[src/rtl/shift_pkg.sv]
// Shared defaults, shift-amount width and FSM state encoding for the sequential
// shift arbiter.
package shift_pkg;

  localparam int WIDTH_DEF = 16;
  localparam int STEP_DEF  = 4;
  localparam int AMT_W     = 5;

  localparam logic [1:0] ST_IDLE  = 2'd0;
  localparam logic [1:0] ST_SHIFT = 2'd1;
  localparam logic [1:0] ST_DONE  = 2'd2;

endpackage

[src/rtl/shift_step.sv]
// Combinational single-step shifter: left, logical right or arithmetic right by
// 0..STEP bit positions.
module shift_step
  import shift_pkg::*;
#(
  parameter int WIDTH = WIDTH_DEF,
  parameter int STEP  = STEP_DEF,
  parameter int SH_W  = $clog2(STEP + 1)
) (
  input  logic [WIDTH-1:0] din,
  input  logic [SH_W-1:0]  amt,
  input  logic             left,
  input  logic             arith,
  output logic [WIDTH-1:0] dout
);

  logic signed [WIDTH-1:0] sdin;
  logic signed [WIDTH-1:0] sra;

  // The arithmetic shift is kept in its own signed variable so the unsigned
  // arms of the select below cannot turn it into a logical shift.
  always_comb begin
    sdin = din;
    sra  = sdin >>> amt;
    if (left)
      dout = din << amt;
    else if (arith)
      dout = sra;
    else
      dout = din >> amt;
  end

endmodule

[src/rtl/shift_arbiter_seq.sv]
// Two-requester round-robin front end feeding one shared multi-cycle shifter
// that moves at most STEP bits per cycle.
module shift_arbiter_seq
  import shift_pkg::*;
#(
  parameter int WIDTH = WIDTH_DEF,
  parameter int STEP  = STEP_DEF
) (
  input  logic             clk,
  input  logic             reset,
  input  logic [1:0]       req_valid,
  output logic [1:0]       req_ready,
  input  logic [WIDTH-1:0] req_data0,
  input  logic [WIDTH-1:0] req_data1,
  input  logic [AMT_W-1:0] req_amt0,
  input  logic [AMT_W-1:0] req_amt1,
  input  logic             req_arith0,
  input  logic             req_arith1,
  output logic             rsp_valid,
  input  logic             rsp_ready,
  output logic [WIDTH-1:0] rsp_data,
  output logic             rsp_id,
  output logic             busy
);

  localparam int SH_W = $clog2(STEP + 1);

  logic [1:0]              state;
  logic                    last_grant;
  logic [AMT_W-1:0]        remaining;
  logic [AMT_W-1:0]        rem_next;
  logic [WIDTH-1:0]        work;
  logic                    dir_left;
  logic                    arith_q;
  logic                    id_q;

  logic                    grant_id;
  logic [1:0]              grant_vec;
  logic                    accept;
  logic [WIDTH-1:0]        sel_data;
  logic signed [AMT_W-1:0] sel_amt;
  logic                    sel_arith;
  logic [AMT_W-1:0]        sel_mag;
  logic [SH_W-1:0]         sh_amt;
  logic [WIDTH-1:0]        step_out;

  // Round-robin grant: on a tie the requester not served last wins.
  always_comb begin
    grant_id = 1'b0;
    case (req_valid)
      2'b01:   grant_id = 1'b0;
      2'b10:   grant_id = 1'b1;
      2'b11:   grant_id = ~last_grant;
      default: grant_id = 1'b0;
    endcase
    grant_vec = 2'b00;
    if (!reset && state == ST_IDLE && |req_valid)
      grant_vec = grant_id ? 2'b10 : 2'b01;
    accept = |(req_valid & grant_vec);
  end

  assign req_ready = grant_vec;

  always_comb begin
    sel_data  = grant_id ? req_data1  : req_data0;
    sel_amt   = grant_id ? req_amt1   : req_amt0;
    sel_arith = grant_id ? req_arith1 : req_arith0;
    // Negating -16 wraps back to 5'b10000, which reads as 16 unsigned.
    sel_mag   = sel_amt[AMT_W-1] ? $unsigned(-sel_amt) : $unsigned(sel_amt);
  end

  always_comb begin
    if (int'(remaining) > STEP)
      sh_amt = SH_W'(STEP);
    else
      sh_amt = SH_W'(remaining);
    rem_next = remaining - AMT_W'(sh_amt);
  end

  shift_step #(
    .WIDTH (WIDTH),
    .STEP  (STEP),
    .SH_W  (SH_W)
  ) u_step (
    .din   (work),
    .amt   (sh_amt),
    .left  (dir_left),
    .arith (arith_q),
    .dout  (step_out)
  );

  always_ff @(posedge clk or posedge reset) begin
    if (reset) begin
      state      <= ST_IDLE;
      last_grant <= 1'b1;
      remaining  <= '0;
    end else begin
      case (state)
        ST_IDLE: begin
          if (accept) begin
            last_grant <= grant_id;
            remaining  <= sel_mag;
            state      <= (sel_mag == '0) ? ST_DONE : ST_SHIFT;
          end
        end
        ST_SHIFT: begin
          remaining <= rem_next;
          if (rem_next == '0)
            state <= ST_DONE;
        end
        ST_DONE: begin
          if (rsp_ready)
            state <= ST_IDLE;
        end
        default: state <= ST_IDLE;
      endcase
    end
  end

  // Operand path carries no reset; outputs are masked outside DONE instead.
  always_ff @(posedge clk) begin
    if (accept) begin
      work     <= sel_data;
      dir_left <= ~sel_amt[AMT_W-1];
      arith_q  <= sel_arith;
      id_q     <= grant_id;
    end else if (state == ST_SHIFT) begin
      work <= step_out;
    end
  end

  assign rsp_valid = (state == ST_DONE);
  assign rsp_data  = rsp_valid ? work : '0;
  assign rsp_id    = rsp_valid & id_q;
  assign busy      = (state != ST_IDLE);

endmodule

[config.mk]
export PLATFORM = sky130hd
export DESIGN_NAME = shift_arbiter_seq
export DESIGN_NICKNAME = d
export VERILOG_FILES = /design/src/rtl/shift_pkg.sv /design/src/rtl/shift_step.sv /design/src/rtl/shift_arbiter_seq.sv
export SDC_FILE = /design/constraint.sdc
export NUM_CORES = 1
export LEC_CHECK = 0
export CAP_MARGIN = 20
export CORE_MARGIN = 1.5
export CORE_UTILIZATION = 30
export DETAILED_ROUTE_END_ITERATION = 8
export GPL_TIMING_DRIVEN = 1
export HOLD_SLACK_MARGIN = 0.02
export PLACE_DENSITY_LB_ADDON = 0.08
export RECOVER_POWER = 100
export SKIP_CTS_REPAIR_TIMING = 1
export SLEW_MARGIN = 10
export SYNTH_ARGS = -nofsm -noshare
export SYNTH_HDL_FRONTEND = slang
export SYNTH_HIERARCHICAL = 1
export SYNTH_SLANG_ARGS = --single-unit
[constraint.sdc]
create_clock -name clk -period 3.05 [get_ports clk]
set_input_delay 0.61 -clock clk [delete_from_list [all_inputs] [get_ports clk]]
set_output_delay 0.61 -clock clk [all_outputs]
set_load 0.03 [all_outputs]
==> impl_metrics.yaml, run 1 <==
logic_synthesis:
  synth_top_family_by_area: "simple AND/OR/NAND/NOR gates"
  postSynth.asyncResetShare_pct: 29.6
  synth_compound_area_share_pct: 24.3
  synth_fa_ha_area_share_pct: 1.19
  syn_area_um2: 3150
  synth_seq_cells: 27
  muxShareOfSynthArea_pct: 15.3
  synth-main-ff-cell: "edfxtp_1"
  yosysUniqueCellTypes: 65
  syn_nets: 433
  syn_inst: 381
  synth-edff-count: 19
  ys_warn_count: 6
  yosysSeqAreaShare_pct: 24.5
  yosys.area_share.simple_pct: 25.0
  syn_avg_cell_area_um2: 8.28
  synthXorXnorAreaFrac_pct: 1.39
clock_network:
  cts-buffers-inserted: 3
  path_clk_slew_ns: 0.11
  clk_path_buf_depth: 2
  cts_tree: "done"
  cts_sinks: 27
  htreeDepth: 1
  cts_root_buffer: "clkbuf_8"
  clkLatencyLatePin_ns: 0.28
grt:
  track_usage_pct: 17.7
  antenna_found_initial: 0
  grt_pass1_vias: 2922
  grt-ovfl-total: 0
  grt_max_degree: 40
  grt_pass1_wl_um: 15900
pwr:
  p_comb_share_pct: 69.5
  netSwitchingFraction_pct: 50.2
  ir_drop_mv: 0.244
  power_density_nw_per_um2: 966
  power_w: 0.00387
  pwr-share-seq_pct: 25.0
  leakage_nw: 1.48
  power.clock.fraction_pct: 5.5
  p_int_w: 0.00192
  power.switching_w: 0.00194
setup_path:
  crit_arrival_ns: 2.28
  start_kind: "primary input"
  required_ns: 2.44
  worst-setup-path-type: "in -> out"
  endpoint_kind: "output pin"
  cp_max_fo: 7
die:
  start_util_pct: 30.7
  ioPinCount: 70
  rows: 37
  die_area_um2: 11100
  die_w_um: 106
  coreArea_um2: 10300
  die_h_um: 106
route:
  avgRoutedWirePerCell_um: 16.5
  wl_um: 9600
  drcViolationCount: 0
  first_pass_iters: 4
  vias: 3031
  ant_nets: 0
  drtIter0Drc: 153
  viasPerCell: 5.21
sta:
  finalClockSkew_ns: 0.0124
  final_max_slew_viol_count: 0
  rsz0062_at_grt: "no"
  worst_slew_pin_slew_ns: 0.702
  fin_crit_ns: 2.89
  clock.fmax_mhz: 346
  setup-tns-final_ns: 0
  setup_viol: 0
  slew_headroom_pct: 53.2
  fin_crit_sh_pct: 94.7
  fin_ws_ns: 0.162
  hold_viol_final: 0
layout:
  diodes: 0
  fill_cells: 1100
  regArea_um2: 772
  syn_to_final_growth_pct: 26.9
  multi_input_area_um2: 2120
  layout_common_cells: "58 x nand2_1, 53 x clkdlybuf4s50_1, 32 x nor2_1"
  nNetsFinal: 499
  utilization_pct: 38.9
  final_common_cell: "nand2_1"
  drive_gt1_share_pct: 14.1
place:
  io_buffers: 69
  routabilityCongestion: 0.867
  place_ws_ns: 0.0331
  dpl.hpwl_um: 7470
run:
  drv_cap: 0
run_status:
  status: "complete, no violations"
min_path:
  min_path_type: "reg -> reg"
synth_stat cells, drive strengths merged (4+ instances only):
cell    instances  area (um^2)
clkbuf          8         30.0
nor3            7         40.0
mux2i          28          280
nor3b           4         30.0
a311oi          5         43.8
o22ai           7         50.1
a21oi          22          114
dfrtp           7          175
nand3           5         25.0
or2             5         31.3
and2           20          125
o21ai          17         85.1
mux4            8          180
a31oi          23          225
nor2b           8         50.1
nand2b          7         43.8
nand2          58          218
buf            19          153
a211oi          6         45.0
a22oi           4         35.0
nor2           40          175
edfxtp         19          571
inv            12         50.1
worst paths after layout:
kind / cells past startpoint / from / end / slack (ns)
setup reg to reg: 9 / remaining[3] / work[8] / 0.33
setup / recovery: 5 / reset / req_ready[1] / 0.16
hold reg to reg: 2 / remaining[1] / remaining[1] / 0.52
min in group asynchronous: 2 / reset / state[0] / 0.74
hold / removal: 2 / remaining[1] / remaining[1] / 0.52
max in group asynchronous: 2 / reset / last_grant / 2.02
power by group through the flow:
stage	logic, W	registers, W	clock network [W]
finish	0.00269	0.000966	0.000213
floorplan	0.00204	0.000834	0
CTS	0.00275	0.000962	0.000224
global route	0.00296	0.00101	0.000245
detailed placement	0.00274	0.000971	0
global placement	0.00274	0.000974	0
stage by stage:
stage	hold WS, ns	instance area (um^2)	cells
after floorplan	0.425	3150	381
after global placement	0.505	3980	578
after detailed placement	0.509	3980	578
after CTS	0.535	4030	582
after global routing	0.553	4000	582
final	0.518	4000	582
cell families (layout without fill, tap and decap cells):
family,after synthesis,count (layout)
adders and majority gates,3,3
xor gates and xnor gates,5,5
and+or+nand+nor,161,161
DFF,27,27
muxes,38,38
other,2,2
AOI/OAI and AO/OA,104,104
buffers and inverters,41,106
final cells by class:
type	count	area share, %
clock buffer	3	1.03
clock inverter	1	0.125
inverter	14	1.66
multi-input combinational	313	52.9
sequential	27	19.3
tap	136	4.25
timing repair buffer	88	20.8
critical path, cell delays in order:
cell	delay, ns
dlygate4sd3_1	0.55
o21bai_1	0.17
or2_0	0.46
nor2_1	0.24
clkbuf_2	0.24
layer usage:
metal | part of all wire [%] | routed length (um) | GRT usage (%) | vias up
li1 | - | - | - | 1518
met1 | 49 | 4680 | 25.8 | 1418
met5 | 0 | 0 | 0 | -
met2 | 45 | 4340 | 27.8 | 87
met3 | 4.6 | 437 | 1.98 | 8
met4 | 1.5 | 140 | 4.54 | 0
sequential cells by signal, indices dropped and copies added (netlist names):
name / count
state: 2
work: 16
remaining: 5
id_q: 1
last_grant: 1
arith_q: 1
dir_left: 1
No activity file was read; power rests on OpenSTA's default activity.
==> run 2: changes to the inputs <==
--- a/config.mk
+++ b/config.mk
@@ -16,3 +16,3 @@
 export SKIP_CTS_REPAIR_TIMING = 1
-export SLEW_MARGIN = 10
+export SLEW_MARGIN = 25
 export SYNTH_ARGS = -nofsm -noshare
--- a/constraint.sdc
+++ b/constraint.sdc
@@ -3,2 +3,2 @@
 set_output_delay 0.61 -clock clk [all_outputs]
-set_load 0.03 [all_outputs]
+set_load 0.02 [all_outputs]
==> run 2 against run 1 <==
Combinational power fell by 2%. Register-to-register slack got worse by 0.05 ns. Via count rose by 1.3%. Setup slack got worse by 0.056 ns. Global-route usage rose by 0.41 points. Sequential share of layout area barely moved. Clock skew fell by 0.0014 ns. Fmax fell by 1.9%. Worst hold slack improved by 0.0022 ns. Critical endpoint unchanged. Power fell by 0.77%. Die area did not move.
==> impl_metrics.yaml, run 2 (same netlist as run 1, synthesis figures left out) <==
pwr:
  leakage_nw: 1.44
  ir_drop_mv: 0.273
  power_density_nw_per_um2: 957
clock_network:
  htreeDepth: 1
  cts_sinks: 27
  path_clk_slew_ns: 0.10
  cts_root_buffer: "clkbuf_8"
  clkLatencyLatePin_ns: 0.28
  clk_path_buf_depth: 2
  cts_tree: "done"
  cts-buffers-inserted: 3
sta:
  worst_slew_pin_slew_ns: 0.781
  slew_headroom_pct: 47.8
  rsz0062_at_grt: "no"
  setup_viol: 0
  clock.fmax_mhz: 340
  fin_crit_ns: 2.94
  setup-tns-final_ns: 0
  finalClockSkew_ns: 0.0110
  final_max_slew_viol_count: 0
  hold_viol_final: 0
  fin_crit_sh_pct: 96.5
place:
  io_buffers: 69
  routabilityCongestion: 0.897
  postPlaceCellArea_um2: 4000
  dpl.hpwl_um: 7630
die:
  die_area_um2: 11100
  die_h_um: 106
  rows: 37
  ioPinCount: 70
  start_util_pct: 30.7
  die_w_um: 106
  coreArea_um2: 10300
layout:
  regMostFlops: "work"
  fill_cells: 1130
  final_common_cell: "clkdlybuf4s50_1"
  multi_input_area_um2: 2110
  stdcell_area_um2: 4010
  layout_common_cells: "66 x clkdlybuf4s50_1, 58 x nand2_1, 37 x nor2_1"
  nNetsFinal: 501
  largest_registers: "work: 16 flops, remaining: 5 flops, state: 2 flops"
  drive_gt1_share_pct: 12.9
  regArea_um2: 772
  largest_register_ffs: 16
  diodes: 0
  syn_to_final_growth_pct: 27.1
route:
  avgRoutedWirePerCell_um: 16.9
  first_pass_iters: 4
  drtIter0Drc: 183
  ant_nets: 0
  wl_um: 9860
  viasPerCell: 5.26
  vias: 3070
  drcViolationCount: 0
grt:
  grt-ovfl-total: 0
  grt_util_met1_pct: 26.4
  antenna_found_initial: 0
  grt_max_degree: 38
  grt.busiest_layer: "met2"
  grt_pass1_wl_um: 16100
  grt_pass1_vias: 3054
  use_met3_pct: 1.67
  met2_usage_pct: 29.5
  track_usage_pct: 18.1
run_status:
  status: "complete, no violations"
setup_path:
  path_cells: "clkdlybuf4s50_1 -> a21bo_1 -> buf_4 -> nor2_1 -> clkdlybuf4s50_1"
  crit_arrival_ns: 2.33
  worst-setup-path-type: "in -> out"
  critical_path.most_common_cell: "clkdlybuf4s50_1"
  worstReg2RegEnd: "work[7]"
  required_ns: 2.44
  max_stage_delay_ns: 0.62
  crit_slowest_cell: "clkdlybuf4s50_1"
  reg2reg_from: "remaining[2]"
  cp_max_fo: 7
  start_kind: "primary input"
  reg2regPathDepth: 9
  r2r_slack_ns: 0.28
  endpoint_kind: "output pin"
min_path:
  min_path_type: "reg -> reg"
  min_to: "last_grant"
  hold_path.startpoint: "last_grant"
  hold_path_depth: 1
run:
  drv_cap: 0
run 2: cell types whose count changed in the layout (fill, tap and decap cells not counted), sizes merged:
cell | before | now
dlygate4sd3 | 14 | 3
inv | 11 | 12
clkinv | 3 | 2
clkdlybuf4s50 | 53 | 66
run 2: layout make-up:
class	instances	share of cell area, %
Tap cell	136	4.24
Timing Repair Buffer	90	21.2
Clock inverter	1	0.125
Inverter	14	1.53
Sequential cell	27	19.3
Multi-Input combinational cell	313	52.6
Clock buffer	3	1.03
run 2: critical path: cells and delay by family:
kind | cells | cell delay (ns)
AOI/OAI and AO/OA | 1 | 0.30
buffers and inverters | 3 | 1.28
and+or+nand+nor | 1 | 0.14
run 2: routing by layer:
layer	vias up	wire length, um
li1	1513	-
met1	1464	4990
met2	89	4410
met3	4	390
met4	0	72
met5	-	0
run 2: power breakdown:
part	switching (W)	internal [W]	total [W]
Combinational	0.00149	0.00115	0.00264
Sequential	0.000304	0.000681	0.000985
Clock	0.000117	0.0000917	0.000209
Total	0.00191	0.00193	0.00384
run 2: how the worst max path moves through the flow:
stage / from / to / cells past startpoint
finish: req_valid[1] / req_ready[1] / 5
global route: req_valid[1] / req_ready[1] / 5
CTS: req_valid[1] / req_ready[1] / 5
detailed placement: req_valid[1] / state[1] / 9
global placement: req_valid[1] / req_ready[1] / 5
floorplan: req_valid[1] / state[1] / 10
run 2: through the flow:
stage          worst slack (ns)  std cells  total power [W]  hold slack [ns]  utilization, %
2_1_floorplan             0.542        381          0.00283            0.425               -
3_3_place_gp              0.110        580          0.00368            0.505            38.9
3_5_place_dp             0.0924        580          0.00368            0.509            38.9
4_1_cts                  0.0924        584          0.00391            0.526            39.4
5_1_grt                  0.0117        584          0.00416            0.541            39.0
6_report                  0.106        584          0.00384            0.520            39.0
==> run 3: changes to the inputs <==
- CAP_MARGIN: 20 -> unset
==> results of run 3 <==
No change in the layout: final DEF, timing and power equal those of run 2.
